==> src/rtl/fpga_robots_game_ps2_rx_pkg.sv <==
// Shared definitions for the PS/2 receiver.
// Error codes reported on err_code, FSM state encoding, and the
// odd-parity helper used at the stop bit.
package fpga_robots_game_ps2_rx_pkg;

  typedef enum logic [1:0] {
    ST_IDLE   = 2'd0,
    ST_DATA   = 2'd1,
    ST_PARITY = 2'd2,
    ST_STOP   = 2'd3
  } ps2_state_t;

  localparam logic [1:0] PS2_ERR_NONE    = 2'd0;
  localparam logic [1:0] PS2_ERR_FRAME   = 2'd1;
  localparam logic [1:0] PS2_ERR_PARITY  = 2'd2;
  localparam logic [1:0] PS2_ERR_TIMEOUT = 2'd3;

  // PS/2 uses odd parity: data bits plus parity bit hold an odd number of ones.
  function automatic logic parity_ok(input logic [7:0] data, input logic par);
    return ^{data, par};
  endfunction

endpackage

==> src/rtl/fpga_robots_game_ps2_rx_if.sv <==
// Byte delivery channel from the PS/2 receiver to game-play logic.
//   rx_data  : received scan-code byte
//   rx_valid : rx_data holds an unconsumed byte
//   rx_ready : consumer takes the byte this cycle
//   err      : one-cycle frame error pulse
//   err_code : error kind while err=1 (1 framing, 2 parity, 3 timeout)
interface fpga_robots_game_ps2_rx_if;
  logic [7:0] rx_data;
  logic       rx_valid;
  logic       rx_ready;
  logic       err;
  logic [1:0] err_code;

  modport master (output rx_data, rx_valid, err, err_code, input rx_ready);
  modport slave  (input rx_data, rx_valid, err, err_code, output rx_ready);
endinterface

==> src/rtl/fpga_robots_game_ps2_filter.sv <==
// PS/2 clock conditioning: two-flop synchronizer, glitch filter and fall detect.
//   clk, rst : system clock, asynchronous active-high reset
//   raw      : raw PS/2 clock pin
//   level    : filtered clock level (idles high)
//   fall     : one-cycle pulse when level goes 1 -> 0
// level only changes after FILTER_LEN consecutive synced samples that
// differ from it; any agreeing sample restarts the count.
module fpga_robots_game_ps2_filter #(
  parameter int FILTER_LEN = 4
) (
  input  logic clk,
  input  logic rst,
  input  logic raw,
  output logic level,
  output logic fall
);

  logic       sync1;
  logic       sync2;
  logic [3:0] cnt;

  // NOTE: sequential state uses non-blocking assignments so every flop
  // samples the pre-edge value of its neighbours (sync1 -> sync2 chain).
  always_ff @(posedge clk or posedge rst) begin
    if (rst) begin
      sync1 <= 1'b1;
      sync2 <= 1'b1;
      level <= 1'b1;
      cnt   <= '0;
      fall  <= 1'b0;
    end else begin
      sync1 <= raw;
      sync2 <= sync1;
      fall  <= 1'b0;
      if (sync2 != level) begin
        if (cnt == 4'(FILTER_LEN - 1)) begin
          level <= sync2;
          cnt   <= '0;
          fall  <= level;
        end else begin
          cnt <= cnt + 4'd1;
        end
      end else begin
        cnt <= '0;
      end
    end
  end

endmodule

==> src/rtl/fpga_robots_game_ps2_rx.sv <==
// Receive-only PS/2 keyboard port.
//   clk, rst     : system clock, asynchronous active-high reset
//   sixus        : one-cycle tick every 6 us, timebase for timeout and hold-off
//   ps2_clk_in   : raw PS/2 clock pin
//   ps2_dat_in   : raw PS/2 data pin
//   ps2_clk_low  : 1 = pull the PS/2 clock pin low to inhibit the keyboard
//   rx           : byte delivery channel (valid/ready) plus error pulse
// Frames are 11 bits (start, 8 data LSB-first, odd parity, stop), decoded
// on filtered clock falls. The keyboard is held off while a byte is pending
// and for HOLD_TICKS afterwards, so a byte is never overwritten.
module fpga_robots_game_ps2_rx
  import fpga_robots_game_ps2_rx_pkg::*;
#(
  parameter int FILTER_LEN    = 4,
  parameter int TIMEOUT_TICKS = 334,
  parameter int HOLD_TICKS    = 17
) (
  input  logic clk,
  input  logic rst,
  input  logic sixus,
  input  logic ps2_clk_in,
  input  logic ps2_dat_in,
  output logic ps2_clk_low,
  fpga_robots_game_ps2_rx_if.master rx
);

  localparam int TW = $clog2(TIMEOUT_TICKS + 1);
  localparam int HW = $clog2(HOLD_TICKS + 1);

  logic          clk_level;
  logic          clk_fall;
  logic          dat_s1;
  logic          dat_s2;
  logic          fall_acc;
  ps2_state_t    state;
  ps2_state_t    state_next;
  logic [2:0]    bit_cnt;
  logic [7:0]    sr;
  logic          par;
  logic [TW-1:0] to_cnt;
  logic [HW-1:0] hold_cnt;
  logic          timeout_hit;
  logic          err_set;
  logic [1:0]    err_code_set;
  logic          deliver_set;
  logic          deliver_q;

  fpga_robots_game_ps2_filter #(.FILTER_LEN(FILTER_LEN)) u_filter (
    .clk   (clk),
    .rst   (rst),
    .raw   (ps2_clk_in),
    .level (clk_level),
    .fall  (clk_fall)
  );

  // Our own inhibit pulls the clock line low; that fall is not a data bit.
  assign fall_acc    = clk_fall & ~clk_level & ~ps2_clk_low;
  assign timeout_hit = (state != ST_IDLE) && sixus && (to_cnt == TW'(TIMEOUT_TICKS - 1));

  always_comb begin
    // NOTE: every always_comb output gets a default first, so no path can
    // leave it unassigned and infer a latch.
    state_next   = state;
    err_set      = 1'b0;
    err_code_set = PS2_ERR_NONE;
    deliver_set  = 1'b0;
    if (ps2_clk_low) begin
      state_next = ST_IDLE;
    end else if (fall_acc) begin
      // A fall wins over a coincident timeout.
      unique case (state)
        ST_IDLE: begin
          if (!dat_s2) begin
            state_next = ST_DATA;
          end else begin
            err_set      = 1'b1;
            err_code_set = PS2_ERR_FRAME;
          end
        end
        ST_DATA:   if (bit_cnt == 3'd7) state_next = ST_PARITY;
        ST_PARITY: state_next = ST_STOP;
        ST_STOP: begin
          state_next = ST_IDLE;
          if (!dat_s2) begin
            err_set      = 1'b1;
            err_code_set = PS2_ERR_FRAME;
          end else if (!parity_ok(sr, par)) begin
            err_set      = 1'b1;
            err_code_set = PS2_ERR_PARITY;
          end else begin
            deliver_set = 1'b1;
          end
        end
        default: state_next = ST_IDLE;
      endcase
    end else if (timeout_hit) begin
      state_next   = ST_IDLE;
      err_set      = 1'b1;
      err_code_set = PS2_ERR_TIMEOUT;
    end
  end

  always_ff @(posedge clk or posedge rst) begin
    if (rst) begin
      dat_s1      <= 1'b1;
      dat_s2      <= 1'b1;
      state       <= ST_IDLE;
      bit_cnt     <= '0;
      sr          <= '0;
      par         <= 1'b0;
      to_cnt      <= '0;
      hold_cnt    <= '0;
      deliver_q   <= 1'b0;
      ps2_clk_low <= 1'b0;
      rx.rx_data  <= '0;
      rx.rx_valid <= 1'b0;
      rx.err      <= 1'b0;
      rx.err_code <= PS2_ERR_NONE;
    end else begin
      dat_s1      <= ps2_dat_in;
      dat_s2      <= dat_s1;
      state       <= state_next;
      deliver_q   <= deliver_set;
      rx.err      <= err_set;
      rx.err_code <= err_code_set;
      ps2_clk_low <= rx.rx_valid | (hold_cnt != '0);

      if (fall_acc) begin
        unique case (state)
          ST_IDLE:   bit_cnt <= '0;
          ST_DATA: begin
            sr      <= {dat_s2, sr[7:1]};
            bit_cnt <= bit_cnt + 3'd1;
          end
          ST_PARITY: par <= dat_s2;
          default: ;
        endcase
      end

      if (ps2_clk_low || fall_acc || state == ST_IDLE || timeout_hit)
        to_cnt <= '0;
      else if (sixus)
        to_cnt <= to_cnt + 1'b1;

      // Delivery lands one cycle after the stop-bit fall; sr is idle by then.
      if (deliver_q) begin
        rx.rx_data  <= sr;
        rx.rx_valid <= 1'b1;
        hold_cnt    <= HW'(HOLD_TICKS);
      end else begin
        if (rx.rx_valid && rx.rx_ready)
          rx.rx_valid <= 1'b0;
        if (sixus && hold_cnt != '0)
          hold_cnt <= hold_cnt - 1'b1;
      end
    end
  end

endmodule

==> src/flat_wrapper.sv <==
// flat-port wrapper written by rule: the top's interface ports become plain ports
module fpga_robots_game_ps2_rx_flat import fpga_robots_game_ps2_rx_pkg::*;
#(
  parameter int FILTER_LEN    = 4,
  parameter int TIMEOUT_TICKS = 334,
  parameter int HOLD_TICKS    = 17
)
  (clk, rst, sixus, ps2_clk_in, ps2_dat_in, ps2_clk_low, rx_rx_data, rx_rx_valid, rx_err, rx_err_code, rx_rx_ready);
  fpga_robots_game_ps2_rx_if rx_i ();
  input  logic clk;
  input  logic rst;
  input  logic sixus;
  input  logic ps2_clk_in;
  input  logic ps2_dat_in;
  output logic ps2_clk_low;
  output wire logic [$bits(rx_i.rx_data)-1:0] rx_rx_data;
  output wire logic [$bits(rx_i.rx_valid)-1:0] rx_rx_valid;
  output wire logic [$bits(rx_i.err)-1:0] rx_err;
  output wire logic [$bits(rx_i.err_code)-1:0] rx_err_code;
  input wire logic [$bits(rx_i.rx_ready)-1:0] rx_rx_ready;
  assign rx_rx_data = rx_i.rx_data;
  assign rx_rx_valid = rx_i.rx_valid;
  assign rx_err = rx_i.err;
  assign rx_err_code = rx_i.err_code;
  assign rx_i.rx_ready = rx_rx_ready;
  fpga_robots_game_ps2_rx #(.FILTER_LEN(FILTER_LEN), .TIMEOUT_TICKS(TIMEOUT_TICKS), .HOLD_TICKS(HOLD_TICKS)) u_core (.clk(clk), .rst(rst), .sixus(sixus), .ps2_clk_in(ps2_clk_in), .ps2_dat_in(ps2_dat_in), .ps2_clk_low(ps2_clk_low), .rx(rx_i));
endmodule
==> config.mk <==
export PLATFORM = sky130hd
export DESIGN_NAME = fpga_robots_game_ps2_rx_flat
export DESIGN_NICKNAME = d
export VERILOG_FILES = /design/src/rtl/fpga_robots_game_ps2_rx_pkg.sv /design/src/rtl/fpga_robots_game_ps2_rx_if.sv /design/src/rtl/fpga_robots_game_ps2_filter.sv /design/src/rtl/fpga_robots_game_ps2_rx.sv /design/src/flat_wrapper.sv
export SDC_FILE = /design/constraint.sdc
export NUM_CORES = 1
export LEC_CHECK = 0
export ABC_AREA = 1
export CORE_MARGIN = 2
export CORE_UTILIZATION = 39
export DETAILED_ROUTE_END_ITERATION = 10
export HOLD_SLACK_MARGIN = 0.06
export PLACE_DENSITY_LB_ADDON = 0.08
export SYNTH_ARGS = -nofsm -noshare
export SYNTH_HDL_FRONTEND = slang
export SYNTH_SLANG_ARGS = --single-unit
==> constraint.sdc <==
create_clock -name clk -period 2.85 [get_ports clk]
set_clock_uncertainty 0.15 [all_clocks]
set_input_delay 0.4275 -clock clk [delete_from_list [all_inputs] [get_ports clk]]
set_output_delay 0.4275 -clock clk [all_outputs]
set_load 0.005 [all_outputs]
-- Yosys cells after proc, flatten, opt, wreduce, memory -nomap -nowiden
Cells that the tools add are included.
- flip-flop bits (word level): 52
- bits of input ports: 6
- output and inout port bits: 13
- $add $sub $neg: 4
- equal/unequal tests: 9
- muxes and demuxes: 36
- bitwise logic cells: 5
- reductions and logical operators: 21
- operators with widths (cell ; number):
    2-bit 2-to-1 mux ; 10
    9-bit 2-to-1 mux ; 2
    1-bit 2-to-1 mux ; 16
    5-bit 2-to-1 mux ; 2
    2-bit nonzero test ; 5
    9-bit by 1-bit adder with 9-bit output, second input constant ; 1
    9-bit == test, second input constant ; 1
    9-bit XOR reduction ; 1
    4-bit 2-to-1 mux ; 2
    4-bit by 3-bit != test with 1-bit output, second input constant ; 2
    2-bit one-hot mux with 4 select lines ; 1
    2-bit AND reduction ; 4
    3-bit one-hot mux with 2 select lines ; 1
    5-bit nonzero test ; 1
    5-bit by 1-bit subtractor with 5-bit output, second input constant ; 1
    4-bit by 1-bit adder with 4-bit output, second input constant ; 1
    2-bit == test, second input constant ; 2
    4-bit by 2-bit == test with 1-bit output, second input constant ; 1
    1-bit logical AND ; 4
    2-bit one-hot mux with 2 select lines ; 1
    3-bit by 1-bit adder with 3-bit output, second input constant ; 1
    3-bit == test, second input constant ; 1
    1-bit logical OR ; 3
    3-bit AND reduction ; 1
    other kinds (8) ; 10

-- Longest topological paths before layout
- depth after elaboration: 7
- depth in mapped cells: 10

-- Cells and area by module
From an unflattened synthesis, not the netlist that was laid out.
- cell total of the unflattened synthesis: 311
- area total of the unflattened synthesis: 2593.7 sq um
- modules (own cells, without submodules) (module ; times used ; cells an instance ; area each (sq um)):
    fpga_robots_game_ps2_rx ; 1 ; 280 ; 2270.9
    fpga_robots_game_ps2_filter ; 1 ; 31 ; 322.8

-- Worst setup path after synthesis
No wires, ideal clock.
- path type: flip-flop to flip-flop
- start point: register u_core.state[0]
- end point: register u_core.to_cnt[7]
- data arrival time: 1.272 ns
- required time: 2.573 ns
- path slack: 1.301 ns
- stages on the path, launching flop included: 9
- buffers on the path: 0
- clock period less this slack: 1.549 ns
- cell sequence: dfrtp_1 > inv_1 > ha_1 > nor3_2 > nand2_1 > nand3_2 > inv_1 > nand3_1 > o21ai_0
- cells in the longest elaborated chain, start to end: 5
- ends and longest elaborated chain (element ; line ; source):
    start, declared ; fpga_robots_game_ps2_rx.sv:35 ; ps2_state_t state;
    start signal, assigned ; fpga_robots_game_ps2_rx.sv:122 ; state <= state_next;
    2-bit nonzero test ; fpga_robots_game_ps2_rx.sv:58 ; assign timeout_hit = (state != ST_IDLE) && sixus && (to_cnt == TW'(TIMEOUT_TICKS - 1));
    1-bit logical AND (2 in a row) ; fpga_robots_game_ps2_rx.sv:58 ;
    1-bit logical OR (*) ; fpga_robots_game_ps2_rx.sv:140 ; if (ps2_clk_low || fall_acc || state == ST_IDLE || timeout_hit)
    9-bit 2-to-1 mux or 2-bit nonzero test (tied branches) ; n/a ;
    end signal, assigned ; fpga_robots_game_ps2_rx.sv:143 ; to_cnt <= to_cnt + 1'b1;
    end, declared ; fpga_robots_game_ps2_rx.sv:40 ; logic [TW-1:0] to_cnt;
Every way passes the cells marked *; elsewhere a longest branch is shown, timed or not.
A chain may end at the register's enable or synchronous reset.

-- Worst setup path in the final report
- start point: input sixus
- end point: register u_core.to_cnt[7]
- cells in the longest elaborated chain, start to end: 4
- ends and longest elaborated chain (element ; line ; source):
    start, declared ; flat_wrapper.sv:12 ; input logic sixus;
    1-bit logical AND (2 in a row) ; fpga_robots_game_ps2_rx.sv:58 ;
    1-bit logical OR ; fpga_robots_game_ps2_rx.sv:140 ;
    9-bit 2-to-1 mux or 2-bit nonzero test (tied branches) ; n/a ;
Several ways; a longest one is shown, not always the timed one.

==> results.py <==
metrics = {
    "floorplan": {
        "die_width_um": 83.84,
        "die_h_um": 83.84,
        "rows": 29,
        "coreArea_um2": 6241,
        "die_area_um2": 7029,
        "io_pins": 19,
        "start_util_pct": 39.84,
    },
    "sta": {
        "finalHoldViolCount": 0,
        "slew_headroom_pct": 66.47,
        "fin_crit_sh_pct": 63.20,
        "fin_crit_ns": 1.801,
        "slew_violations": 0,
        "setup_tns_ns": 0,
        "timing.fmax_mhz": 555.2,
        "worstMarginPinSlew_ns": 0.5024,
        "rsz0062_at_grt": "no",
        "finalSetupViolCount": 0,
    },
    "synthesis": {
        "netlist_area_um2": 2486,
        "synth_fp_nets": 304,
        "synthCells": 287,
        "synthFlopType": "dfrtp_1",
        "ys_ff_latch": 52,
        "synth-seq-area-share_pct": 52.59,
        "async_reset_ff_share_pct": 100.0,
        "synth_edf_count": 0,
        "syn_area_per_cell_um2": 8.662,
        "yosys_warnings": 0,
        "synth_cell_types": 30,
    },
    "drt": {
        "antenna_left": 0,
        "first_pass_iters": 4,
        "vias": 1826,
        "post-route-drc-count": 0,
        "wl_per_cell_um": 11.66,
        "via_per_inst": 4.718,
        "totalWireLength_mm": 4.511,
        "drt_iter0_markers": 47,
    },
    "setup_path": {
        "cp-end-kind": "register",
        "cp.required_ns": 2.88,
        "critPathArrivalTime_ns": 1.84,
        "crit_type": "input pin to register",
        "cp-start-kind": "input pin",
        "cp_max_fo": 6,
    },
    "clock_network": {
        "cts.sinks": 52,
        "clock_latency_ns": 0.30,
        "path_clk_slew_ns": 0.09,
        "cts-buffers-inserted": 5,
        "cts_max_level": 2,
        "clk_path_buf_depth": 2,
        "cts-root-buf": "clkbuf_8",
        "cts_setup_buffers": 0,
        "cts_tree": "done",
        "post_cts_hold_buffer_count": 0,
        "post_cts_resized": 0,
    },
    "global_routing": {
        "first_global_vias": 1811,
        "grt_first_pass_wirelength_mm": 8.114,
        "grtUsageTotal_pct": 14.08,
        "grt_overflow": 0,
        "antenna_found_initial": 0,
        "grt_start_max_net_pins": 32,
    },
    "pwr": {
        "power_density_nw_per_um2": 469.4,
        "irDropWorstVdd_mv": 0.2864,
        "p_leak_uw": 0.001348,
    },
    "run_status": {
        "outcome": "completed",
    },
    "placed_design": {
        "port_buffers": 18,
        "post_dp_cell_area_um2": 2759,
        "routabilityCongestion": 0.8009,
        "hpwl_mm": 3.255,
    },
    "final_layout": {
        "n_antenna_cell": 0,
        "layout.nets": 326,
        "areaGrowthSynthToFinish_pct": 14.70,
        "multi_input_area_um2": 993.5,
        "design_area_um2": 2851,
        "drive_above_1_share_pct": 8.065,
        "nFillCells": 630,
        "regArea_um2": 1308,
    },
    "flow_run": {
        "cap_violations": 0,
    },
    "min_path": {
        "hp-class": "register to register",
    },
}
cell usage after synthesis, drive strengths merged (3+ instances only):
cell type   n  area, um2
nand2      73      276.5
dfrtp      47       1176
inv        43      161.4
o21ai      31      155.2
nor2       25      106.4
nand3      13      75.07
ha         11      137.6
a21oi      10      53.80
xor2        6      52.55
dfstp       5      131.4
nor3        5      30.03
nand4       3      18.77
per-layer routing:
metal	vias up	global-route usage (%)	share of wire (%)
li1	952	-	-
met1	843	19.36	49
met3	5	3.561	3.7
met2	26	22.18	46
met4	0	3.959	1.1
met5	-	0	0
metrics by stage:
| step | hold slack, ns | util (%) | cells | worst slack (ns) | total power [uW] |
|---|---|---|---|---|---|
| 6_report | 0.2125 | 45.69 | 387 | 1.049 | 1338 |
| 4_1_cts | 0.2124 | 45.69 | 387 | 1.038 | 1363 |
| 2_1_floorplan | 0.1952 | - | 287 | 1.023 | 884.9 |
| 3_3_place_gp | 0.1971 | 44.21 | 379 | 0.7564 | 921.4 |
| 3_5_place_dp | 0.1978 | 44.21 | 379 | 0.7266 | 924.5 |
| 5_1_grt | 0.2159 | 45.69 | 387 | 0.8701 | 1412 |
placed cells by master (no fill, tap or decap), types with 2 or more instances in the layout:
master | netlist | routed
a21oi_1 | 9 | 9
a22o_1 | 2 | 2
and3_1 | 2 | 2
clkbuf_8 | 0 | 6
clkdlybuf4s50_1 | 0 | 18
clkinv_2 | 0 | 2
dfrtp_1 | 47 | 47
dfstp_2 | 5 | 5
ha_1 | 11 | 11
inv_1 | 42 | 41
inv_2 | 1 | 2
nand2_1 | 72 | 72
nand3_1 | 11 | 11
nand3_2 | 2 | 2
nand4_1 | 3 | 3
nor2_1 | 22 | 22
nor2_2 | 2 | 2
nor3_1 | 4 | 4
o21ai_0 | 31 | 31
xnor2_1 | 2 | 2
xor2_1 | 6 | 6
final timing paths:
check	from	to	slack, ns	cells past startpoint
worst max-delay path	sixus	u_core.to_cnt[7]$_DFFE_PP0P_	1.05	8
worst min-delay path	u_core.dat_s1$_DFF_PP1_	u_core.dat_s2$_DFF_PP1_	0.21	0
worst max register to register	u_core.state[0]$_DFFE_PP0P_	u_core.to_cnt[7]$_DFFE_PP0P_	1.08	8
worst min register to register	u_core.dat_s1$_DFF_PP1_	u_core.dat_s2$_DFF_PP1_	0.21	0
max in group asynchronous	rst	u_core.dat_s1$_DFF_PP1_	1.63	3
min in group asynchronous	rst	u_core.rx.rx_data[2]$_DFFE_PP0P_	0.32	2
area by class of cell:
cell class | instances | share of cell area (%)
Timing Repair Buffer | 19 | 7.021
Inverter | 43 | 5.660
Clock inverter | 2 | 0.3510
Tap cell | 77 | 3.379
Clock buffer | 6 | 2.896
Multi-Input combinational cell | 188 | 34.84
Sequential cell | 52 | 45.85
registers in the layout, indices dropped and copies added (netlist names):
register / count
u_core.rx.err: 1
u_core.dat_s1: 1
u_core.ps2_clk_low: 1
u_core.rx.rx_valid: 1
u_core.u_filter.level: 1
u_core.u_filter.cnt: 4
u_core.state: 2
u_core.hold_cnt: 5
u_core.rx.rx_data: 8
u_core.u_filter.sync1: 1
u_core.deliver_q: 1
u_core.bit_cnt: 3
u_core.u_filter.sync2: 1
u_core.rx.err_code: 2
u_core.to_cnt: 9
u_core.dat_s2: 1
u_core.sr: 8
u_core.par: 1
u_core.u_filter.fall: 1
report_power, final:
group / internal (uW) / switching (uW)
registers: 774 / 23.4
logic: 44.1 / 64.9
clock network: 194 / 237
total: 1010 / 325
cell families (layout without fill, tap and decap cells):
kind of cell               Yosys count  after routing  share of synthesized area (%)
AOI/OAI and AO/OA                   46             46                          10.17
xor gates and xnor gates             8              8                          2.818
buffers and inverters               47             70                          7.448
adders and majority gates           11             11                          5.536
and+or+nand+nor                    123            123                          21.44
DFF                                 52             52                          52.59
worst max-delay path: stages:
cell	delay (ns)
clkdlybuf4s50_1	0.58
inv_1	0.12
nor3_2	0.19
nand2_1	0.10
nand3_2	0.12
inv_1	0.11
nand3_1	0.09
o21ai_0	0.08
Note: power is estimated with default switching activity, not from simulation.
